### config.mk
export PLATFORM = sky130hd
export DESIGN_NAME = mdio_mmd_responder
export DESIGN_NICKNAME = d
export VERILOG_FILES = /design/src/rtl/mdio_mmd_responder.sv
export SDC_FILE = /design/constraint.sdc
export NUM_CORES = 1
export LEC_CHECK = 0
export BUFFER_PORTS_ARGS = -buffer_cell sky130_fd_sc_hd__buf_2
export CORE_MARGIN = 3
export CORE_UTILIZATION = 45
export CTS_BUF_LIST = sky130_fd_sc_hd__clkbuf_8
export CTS_CLUSTER_DIAMETER = 200
export DETAILED_ROUTE_END_ITERATION = 8
export HOLD_SLACK_MARGIN = 0.03
export PLACE_DENSITY_LB_ADDON = 0.15
export SETUP_SLACK_MARGIN = 0.1
export SYNTH_ARGS = -nofsm -noshare
export SYNTH_HDL_FRONTEND = slang
export SYNTH_SLANG_ARGS = --single-unit
### constraint.sdc
create_clock -name clk156 -period 3.9 [get_ports clk156]
set_clock_uncertainty 0.15 [all_clocks]
set_input_delay 0.195 -clock clk156 [delete_from_list [all_inputs] [get_ports clk156]]
set_output_delay 0.195 -clock clk156 [all_outputs]
set_load 0.05 [all_outputs]
### src/rtl/mdio_mmd_responder.sv
// mdio_mmd_responder
//   Clause 45 MDIO manageable-device responder. It oversamples mdc/mdio on
//   clk156 and decodes ADDRESS, WRITE, READ and POST-READ-INCREMENT frames
//   addressed to prtad. Decoded frames are turned into single-cycle register
//   strobes, and read data is driven back onto the bus.
//
// Ports
//   clk156      sole clock
//   aresetn     asynchronous active-low reset
//   prtad[4:0]  port address of this device (quasi-static)
//   mdc         management clock from the master (asynchronous)
//   mdio_in     serial data from the master
//   mdio_out    serial data to the master
//   mdio_tri    1 = line released, 0 = drive mdio_out
//   reg_devad   DEVAD of the current access
//   reg_addr    internal address register
//   reg_wr      one-cycle write strobe, reg_wrdata valid with it
//   reg_rd      one-cycle read strobe
//   reg_rddata  read data, sampled C_RD_LAT cycles after reg_rd
module mdio_mmd_responder #(
  parameter int C_RD_LAT = 2
) (
  input  logic        clk156,
  input  logic        aresetn,
  input  logic [4:0]  prtad,
  input  logic        mdc,
  input  logic        mdio_in,
  output logic        mdio_out,
  output logic        mdio_tri,
  output logic [4:0]  reg_devad,
  output logic [15:0] reg_addr,
  output logic        reg_wr,
  output logic [15:0] reg_wrdata,
  output logic        reg_rd,
  input  logic [15:0] reg_rddata
);

  typedef enum logic [2:0] {
    S_PRE, S_ST, S_OP, S_PRT, S_DEV, S_TA, S_DATA
  } state_t;

  localparam logic [1:0] OP_ADDR = 2'b00;
  localparam logic [1:0] OP_WR   = 2'b01;
  localparam logic [1:0] OP_PRI  = 2'b10;

  // Synchronizer stages: p0/p1 form the 2-FF synchronizer, p2 is the edge detector history.
  logic mdc_p0, mdc_p1, mdc_p2;
  logic mdio_p0, mdio_p1;
  logic bit_ce;

  state_t      state;
  logic [4:0]  bit_cnt;
  logic [5:0]  pre_cnt;
  logic [1:0]  op;
  logic [4:0]  field_sr;
  logic [15:0] rx_sr;
  logic [15:0] tx_sr;
  logic [3:0]  lat_cnt;
  logic        inc_pend;
  logic [4:0]  field_nxt;
  logic [15:0] rx_nxt;

  // Synchronizers reset high so a released reset with mdc low never fakes a rising edge.
  always_ff @(posedge clk156 or negedge aresetn) begin
    if (!aresetn) begin
      mdc_p0  <= 1'b1;
      mdc_p1  <= 1'b1;
      mdc_p2  <= 1'b1;
      mdio_p0 <= 1'b1;
      mdio_p1 <= 1'b1;
    end else begin
      mdc_p0  <= mdc;
      mdc_p1  <= mdc_p0;
      mdc_p2  <= mdc_p1;
      mdio_p0 <= mdio_in;
      mdio_p1 <= mdio_p0;
    end
  end

  assign bit_ce    = mdc_p1 & ~mdc_p2;
  assign field_nxt = {field_sr[3:0], mdio_p1};
  assign rx_nxt    = {rx_sr[14:0], mdio_p1};

  always_ff @(posedge clk156 or negedge aresetn) begin
    if (!aresetn) begin
      state      <= S_PRE;
      bit_cnt    <= '0;
      pre_cnt    <= '0;
      op         <= '0;
      field_sr   <= '0;
      rx_sr      <= '0;
      tx_sr      <= '0;
      lat_cnt    <= '0;
      inc_pend   <= 1'b0;
      mdio_out   <= 1'b1;
      mdio_tri   <= 1'b1;
      reg_devad  <= '0;
      reg_addr   <= '0;
      reg_wr     <= 1'b0;
      reg_wrdata <= '0;
      reg_rd     <= 1'b0;
    end else begin
      reg_wr <= 1'b0;
      reg_rd <= 1'b0;

      // Post-read-increment lands the cycle after the line is released.
      if (inc_pend) begin
        reg_addr <= reg_addr + 16'd1;
        inc_pend <= 1'b0;
      end

      // Read latency counter: the register file answers C_RD_LAT cycles after reg_rd.
      if (reg_rd)
        lat_cnt <= 4'(C_RD_LAT);
      else if (lat_cnt != 4'd0)
        lat_cnt <= lat_cnt - 4'd1;
      if (lat_cnt == 4'd1)
        tx_sr <= reg_rddata;

      if (bit_ce) begin
        case (state)
          S_PRE: begin
            if (mdio_p1) begin
              if (pre_cnt != 6'd32) pre_cnt <= pre_cnt + 6'd1;
            end else begin
              // A 0 after a full preamble is the first ST bit.
              if (pre_cnt == 6'd32) state <= S_ST;
              pre_cnt <= '0;
            end
          end
          S_ST: begin
            // ST = 01 is a Clause 22 frame: not ours.
            if (mdio_p1) state <= S_PRE;
            else begin
              state   <= S_OP;
              bit_cnt <= '0;
            end
          end
          S_OP: begin
            op <= {op[0], mdio_p1};
            if (bit_cnt == 5'd1) begin
              state   <= S_PRT;
              bit_cnt <= '0;
            end else bit_cnt <= bit_cnt + 5'd1;
          end
          S_PRT: begin
            field_sr <= field_nxt;
            if (bit_cnt == 5'd4) begin
              bit_cnt <= '0;
              state   <= (field_nxt == prtad) ? S_DEV : S_PRE;
            end else bit_cnt <= bit_cnt + 5'd1;
          end
          S_DEV: begin
            field_sr <= field_nxt;
            if (bit_cnt == 5'd4) begin
              reg_devad <= field_nxt;
              reg_rd    <= op[1];
              bit_cnt   <= '0;
              state     <= S_TA;
            end else bit_cnt <= bit_cnt + 5'd1;
          end
          S_TA: begin
            if (bit_cnt == 5'd0) begin
              // Drive the second TA bit low for reads.
              if (op[1]) begin
                mdio_tri <= 1'b0;
                mdio_out <= 1'b0;
              end
              bit_cnt <= 5'd1;
            end else begin
              if (op[1]) begin
                mdio_out <= tx_sr[15];
                tx_sr    <= {tx_sr[14:0], 1'b0};
              end
              bit_cnt <= '0;
              state   <= S_DATA;
            end
          end
          S_DATA: begin
            rx_sr <= rx_nxt;
            if (op[1]) begin
              if (bit_cnt == 5'd15) begin
                // D0 has been on the line for a full mdc period: release.
                mdio_tri <= 1'b1;
                mdio_out <= 1'b1;
                inc_pend <= (op == OP_PRI);
                state    <= S_PRE;
              end else begin
                mdio_out <= tx_sr[15];
                tx_sr    <= {tx_sr[14:0], 1'b0};
              end
            end else if (bit_cnt == 5'd15) begin
              if (op == OP_ADDR) reg_addr <= rx_nxt;
              if (op == OP_WR) begin
                reg_wr     <= 1'b1;
                reg_wrdata <= rx_nxt;
              end
              state <= S_PRE;
            end
            bit_cnt <= bit_cnt + 5'd1;
          end
          default: state <= S_PRE;
        endcase
      end
    end
  end

endmodule

==> results of run 1 <==
[cell usage after synthesis, types with 2 or more instances]
library cell and number:
dfrtp_1 95, nand2_1 37, mux2_2 27, o21ai_0 26, mux2i_1 19, a21oi_2 16
inv_1 16, xnor2_1 16, nor2_1 14, nor2_2 14, a21oi_1 13, nor3_1 11
mux2_1 10, ha_1 9, nand3_1 9, buf_6 7, dfstp_2 7, buf_2 6
nor4_1 6, nand2b_1 5, xor2_1 5, clkbuf_1 4, mux2_4 4, nand4_1 4
nor2b_1 3, or3_1 3, a21o_1 2, a22o_1 2, and3_1 2, and4_1 2
buf_4 2, nand3b_1 2, nor3b_1 2, o31ai_1 2
[layer usage]
| layer | routed length [um] | track usage | vias up |
|---|---|---|---|
| met2 | 4440 | 0.260 | 51 |
| met1 | 4600 | 0.227 | 1613 |
| met3 | 302 | 0.0296 | 14 |
| met5 | 0 | 0 | - |
| met4 | 179 | 0.0657 | 0 |
| li1 | - | - | 1637 |
[stage by stage]
| step | hold WS, ns | total power [mW] | instances | worst slack (ns) | area, um^2 |
|---|---|---|---|---|---|
| 6_report | 0.0709 | 1.87 | 644 | 1.07 | 5690 |
| 5_1_grt | 0.0738 | 1.95 | 644 | 0.844 | 5690 |
| 4_1_cts | 0.0513 | 1.89 | 644 | 1.04 | 5690 |
| 3_5_place_dp | -0.0868 | 1.20 | 609 | 1.05 | 5300 |
| 3_3_place_gp | -0.0859 | 1.19 | 609 | 1.14 | 5300 |
| 2_1_floorplan | -0.251 | 1.15 | 424 | 1.79 | 4910 |
[what timing repair did]
action / 4_1_cts / 5_1_grt
hold buffers: 19 / 0
endpoints found under the hold margin: 113 / 0
setup endpoints to repair: 0 / 0
[area by class of cell]
type / instances / area, um^2 / area share
Multi-Input combinational cell: 287 / 2160 / 0.379
Clock buffer: 11 / 151 / 0.0266
Tap cell: 136 / 170 / 0.0299
Clock inverter: 5 / 50.0 / 0.00880
Timing Repair Buffer: 87 / 541 / 0.0950
Sequential cell: 102 / 2560 / 0.450
Inverter: 16 / 60.1 / 0.0106
[logic make-up (layout without fill, tap and decap cells)]
family                   after synthesis  after routing  synth area share
AND/OR/NAND/NOR                      124            124             0.139
flip-flops                           102            102             0.522
AO/OA/AOI/OAI                         73             73             0.102
multiplexers                          60             60             0.136
buffers and inverters                 35            119            0.0405
XOR/XNOR                              21             21            0.0375
adder cells (fa/ha/maj)                9              9            0.0229
[worst max-delay path, delay by kind of cell, from the launching register on]
kind	cells	cell delay [ns]
flip-flops	1	0.59
multiplexers	1	0.41
AND/OR/NAND/NOR	4	1.56
[sequential cells by signal, summed over array words and instances, names as in the netlist, 2 cells and up]
register,cells
reg_addr,16
rx_sr,15
pre_cnt,6
op,2
lat_cnt,4
reg_wrdata,16
field_sr,4
bit_cnt,5
tx_sr,16
reg_devad,5
state,3
[placed cells by master (no fill, tap or decap), types with 5 or more instances in the layout]
master         synthesis  routed
mux2i_1               19      19
nor4_1                 6       6
clkbuf_8               0      11
dlygate4sd3_1          0      19
inv_1                 16      18
nand2_1               37      37
xor2_1                 5       5
a21oi_2               16      17
ha_1                   9       9
a21oi_1               13      12
nor3_1                11      11
xnor2_1               16      16
buf_2                  6      64
nor2_1                14      14
mux2_1                10      10
nor2_2                14      14
nand2b_1               5       5
mux2_2                27      27
nand3_1                9       9
o21ai_0               26      26
dfstp_2                7       7
dfrtp_1               95      95
[final timing paths]
check | from | end | slack, ns
setup / recovery | state[1] | reg_wrdata[2] | 1.07
hold / removal | aresetn | reg_addr[12] | 0.07
setup reg to reg | state[1] | reg_wrdata[2] | 1.07
hold reg to reg | mdc_p0 | mdc_p1 | 0.21
max in group asynchronous | aresetn | bit_cnt[0] | 2.70
min in group clk156 | prtad[1] | state[2] | 0.17
[power groups by stage]
stage / combinational (mW) / sequential (mW) / clock [mW]
CTS: 0.0933 / 1.10 / 0.695
finish: 0.0908 / 1.10 / 0.674
global placement: 0.0749 / 1.12 / 0
detailed placement: 0.0790 / 1.12 / 0
global route: 0.107 / 1.11 / 0.742
floorplan: 0.0365 / 1.11 / 0
==> flow_summary_export.csv, run 1 <==
group,metric,value,unit
die,num_rows,37,
yosys,postSynthAreaPerCell,11.6,um^2
clock_network,cts_max_path_buffers,2,
cells_and_area,antennaDiodeCount,0,
timing,max_freq,0.353,GHz
clock_network,cts_setup_buffers,0,
timing,rsz0062_at_grt,"false",
routing,drt-total-wl,9.51,mm
die,ios,66,
power,powerDensity,328,mW/mm^2
clock_network,numCtsBuffers,9,
yosys,syn_nets,458,
worst_setup_path,worstPathCellList,"and2b_4 -> nand2_4 -> nor2_4 -> and4_1 -> mux2_2",
yosys,syn_area,0.00491,mm^2
clock_network,cts_tree,"done",
worst_setup_path,required,4.00,ns
power,power.leakage,2.62,nW
routing,drt-vias-per-instance,5.15,
yosys,synthTopCellsByArea,"dfrtp_1 48%, mux2_2 6.2%, mux2i_1 3.9%",
routing,first_pass_iters,4,
worst_setup_path,r2r.worst_path.cells,5,
timing,hold_viol_final,0,
grt,first_global_vias,3394,
cells_and_area,fill_cells,934,
die,die_area,0.0122,mm^2
yosys,synth.distinct_cells,56,
grt,antenna_found_initial,0,
timing,fin_setup_tns,0,ns
routing,drcViolationCount,0,
placement,gp_congestion,0.786,
job,maxCapViolations,0,
routing,drtIter0Drc,98,
worst_setup_path,timing_worst_setup_path_type,"flip-flop to flip-flop",
clock_network,htreeDepth,3,
yosys,synth-seq-area-share,0.522,
worst_setup_path,critPathArrivalTime,2.93,ns
yosys,synth-seq-cells,102,
worst_setup_path,start_kind,"flip-flop",
yosys,synth-async-reset-ratio,1.00,
yosys,syn_inst,424,
cells_and_area,fin_nets,537,
routing,postRouteAntennaNets,0,
timing,post-route-min-period,2.83,ns
yosys,synth_ff_type,"dfrtp_1",
power,swShare,0.226,
die,start_util,0.469,
yosys,synth_edf_count,0,
timing,finalCritPeriodShare,0.726,
clock_network,cts_sinks,102,
cells_and_area,syn_to_final_growth,15.9,%
timing,drv_slew,0,
power,p_comb_frac,0.049,
die,fp.dieH,110,um
placement,dp_hpwl,6.41,mm
yosys,synth_top_area_share,0.484,
grt,grt_overflow_total,0,
grt,grt_use_total,0.165,
power,peakVddDrop,205,uV
yosys,yosys_warnings,0,
yosys,yosys.area.top_type,"dfrtp_1",
grt,grt_pass1_wl,16.9,mm
worst_setup_path,crit_fanout,17,
min_path,hp-class,"primary input to asynchronous set/reset pin",
timing,worstMarginPinSlew,1.08,ns
grt,grt_max_degree,45,
worst_setup_path,crit_path_end_kind,"flip-flop",
cells_and_area,drive_gt1_frac,0.317,
clock_network,clk_pin_slew,0.10,ns
worst_setup_path,cpPeakStageDelay,0.80,ns
power,seqPwrFrac,0.590,
die,core,0.0105,mm^2
status,status,"completed",
routing,wire_per_inst,14.8,um
power,cellInternalPower,1.44,mW
cells_and_area,fin_util,0.544,
timing,slew_headroom,0.279,
worst_setup_path,crit_slowest_cell,"and4_1",
clock_network,clockRootBuffer,"clkbuf_8",
timing,setup_violations,0,
power,clkPwrFrac,0.361,
routing,vias,3315,
power,power_switching,0.421,mW
clock_network,post_cts_resized,0,
clock_network,insertion_delay,0.36,ns
die,fp.dieW,110,um
placement,io_buffers,65,
No activity file was read; power rests on OpenSTA's default activity.
==> run 2, diff against run 1 <==
==> constraint.sdc (replaced) <==
create_clock -name clk156 -period 2.95 [get_ports clk156]
set_clock_uncertainty 0.15 [all_clocks]
set_input_delay 0.1475 -clock clk156 [delete_from_list [all_inputs] [get_ports clk156]]
set_output_delay 0.1475 -clock clk156 [all_outputs]
set_load 0.05 [all_outputs]
==> flow_summary_export.csv, run 2 (synthesized netlist as in run 1, its figures left out) <==
group,metric,value,unit
cells_and_area,largest_registers,"reg_addr: 16 flops, reg_wrdata: 16 flops, tx_sr: 16 flops",
clock_network,post_cts_resized,0,
cells_and_area,fin_nets,541,
die,fp.dieH,110,um
routing,drt-total-wl,9.45,mm
routing,vias,3331,
power,power.leakage,2.64,nW
power,powerDensity,437,mW/mm^2
status,status,"completed",
worst_setup_path,start_kind,"flip-flop",
cells_and_area,final_common_cell,"dfrtp_1",
grt,grt_overflow_total,0,
timing,finalCritPeriodShare,0.818,
timing,hold_viol_final,0,
grt,antenna_found_initial,0,
cells_and_area,syn_to_final_growth,17.1,%
worst_setup_path,regToRegSetupSlack,0.54,ns
die,num_rows,37,
clock_network,clk_pin_slew,0.10,ns
worst_setup_path,cp-endpoint,"reg_addr[15]",
worst_setup_path,cp-startpoint,"bit_cnt[0]",
die,start_util,0.469,
die,core,0.0105,mm^2
timing,slew_headroom,0.540,
die,die_area,0.0122,mm^2
timing,max_freq,0.414,GHz
placement,io_buffers,65,
clock_network,numCtsBuffers,9,
worst_setup_path,critPathArrivalTime,2.50,ns
timing,post-route-min-period,2.41,ns
cells_and_area,drive_gt1_frac,0.326,
clock_network,cts_sinks,102,
cells_and_area,fin_util,0.549,
die,ios,66,
timing,fin_setup_tns,0,ns
routing,postRouteAntennaNets,0,
clock_network,htreeDepth,3,
cells_and_area,fill_cells,967,
routing,drcViolationCount,0,
worst_setup_path,crit_path_end_kind,"flip-flop",
grt,grt_pass1_wl,16.6,mm
placement,dp_hpwl,6.34,mm
worst_setup_path,timing_worst_setup_path_type,"flip-flop to flip-flop",
worst_setup_path,r2r.worst_path.cells,7,
routing,first_pass_iters,4,
routing,drtIter0Drc,149,
worst_setup_path,crit_fanout,32,
timing,holdWs,0.125,ns
clock_network,cts_max_path_buffers,2,
clock_network,cts_tree,"done",
routing,wire_per_inst,14.6,um
cells_and_area,antennaDiodeCount,0,
die,fp.dieW,110,um
timing,setup_violations,0,
clock_network,insertion_delay,0.37,ns
clock_network,clockRootBuffer,"clkbuf_8",
min_path,min_from,"prtad[1]",
worst_setup_path,required,3.04,ns
timing,drv_slew,0,
cells_and_area,layout_common_cells,"95 x dfrtp_1, 64 x buf_2, 37 x nand2_1",
timing,rsz0062_at_grt,"false",
routing,drt-vias-per-instance,5.14,
grt,grt_max_degree,54,
job,maxCapViolations,0,
worst_setup_path,rr_endpoint,"reg_addr[15]",
timing,worstMarginPinSlew,0.691,ns
worst_setup_path,reg2reg_from,"bit_cnt[0]",
grt,first_global_vias,3465,
placement,gp_congestion,0.796,
grt,grt_use_total,0.162,
min_path,hp-class,"primary input to flip-flop",
power,peakVddDrop,264,uV
[run 2: cell count changes in the layout (fill, tap and decap cells not counted), sizes merged]
cell / delta
buf: +4
clkbuf: -2
clkinv: +1
inv: +1
[run 2: stage by stage]
stage	cell area (um^2)	power [mW]	instances	setup slack, ns
finish	5750	2.51	648	0.537
global route	5750	2.63	648	0.344
CTS	5750	2.55	648	0.507
global placement	5340	1.58	613	0.619
floorplan	4910	1.52	424	0.838
detailed placement	5340	1.59	613	0.526
[run 2: cell type report]
type                       count  area (um^2)  area share
clock buffer                   9          124      0.0216
clock inverter                 7         91.3      0.0159
inverter                      16         60.1      0.0105
multi-input combinational    287         2160       0.375
sequential                   102         2560       0.446
tap                          136          170      0.0296
timing repair buffer          91          583       0.101
[run 2: where the power goes]
group          switching (mW)  internal [mW]
Combinational          0.0650         0.0558
Clock                   0.518          0.413
Sequential             0.0334           1.42
[run 2: worst min-delay path by stage]
stage / slack, ns / endpoint / cells after the start
3_5_place_dp: 0.08 / reg_addr[13] / 1
4_1_cts: 0.11 / state[2] / 5
3_3_place_gp: 0.09 / reg_addr[13] / 1
2_1_floorplan: -0.30 / bit_cnt[0] / 0
6_report: 0.13 / state[2] / 5
5_1_grt: 0.14 / state[2] / 5
[run 2: repair_timing]
item | 4_1_cts | 5_1_grt
buffers inserted | 0 | 0
hold buffers | 19 | 0
endpoints found under the hold margin | 68 | 0
[run 2: critical path: stages, from the launching register on]
cell,delay [ns]
dfrtp_1,0.43
ha_1,0.21
and3_1,0.16
ha_1,0.27
nand2b_1,0.11
or4_4,0.68
nor2_1,0.23
a21oi_2,0.04
[run 2: metal layers]
metal,wire length (um),vias to the layer above,track usage
li1,-,1640,-
met4,144,0,0.0484
met1,4370,1615,0.209
met3,359,12,0.0449
met5,0,-,0
met2,4580,64,0.267
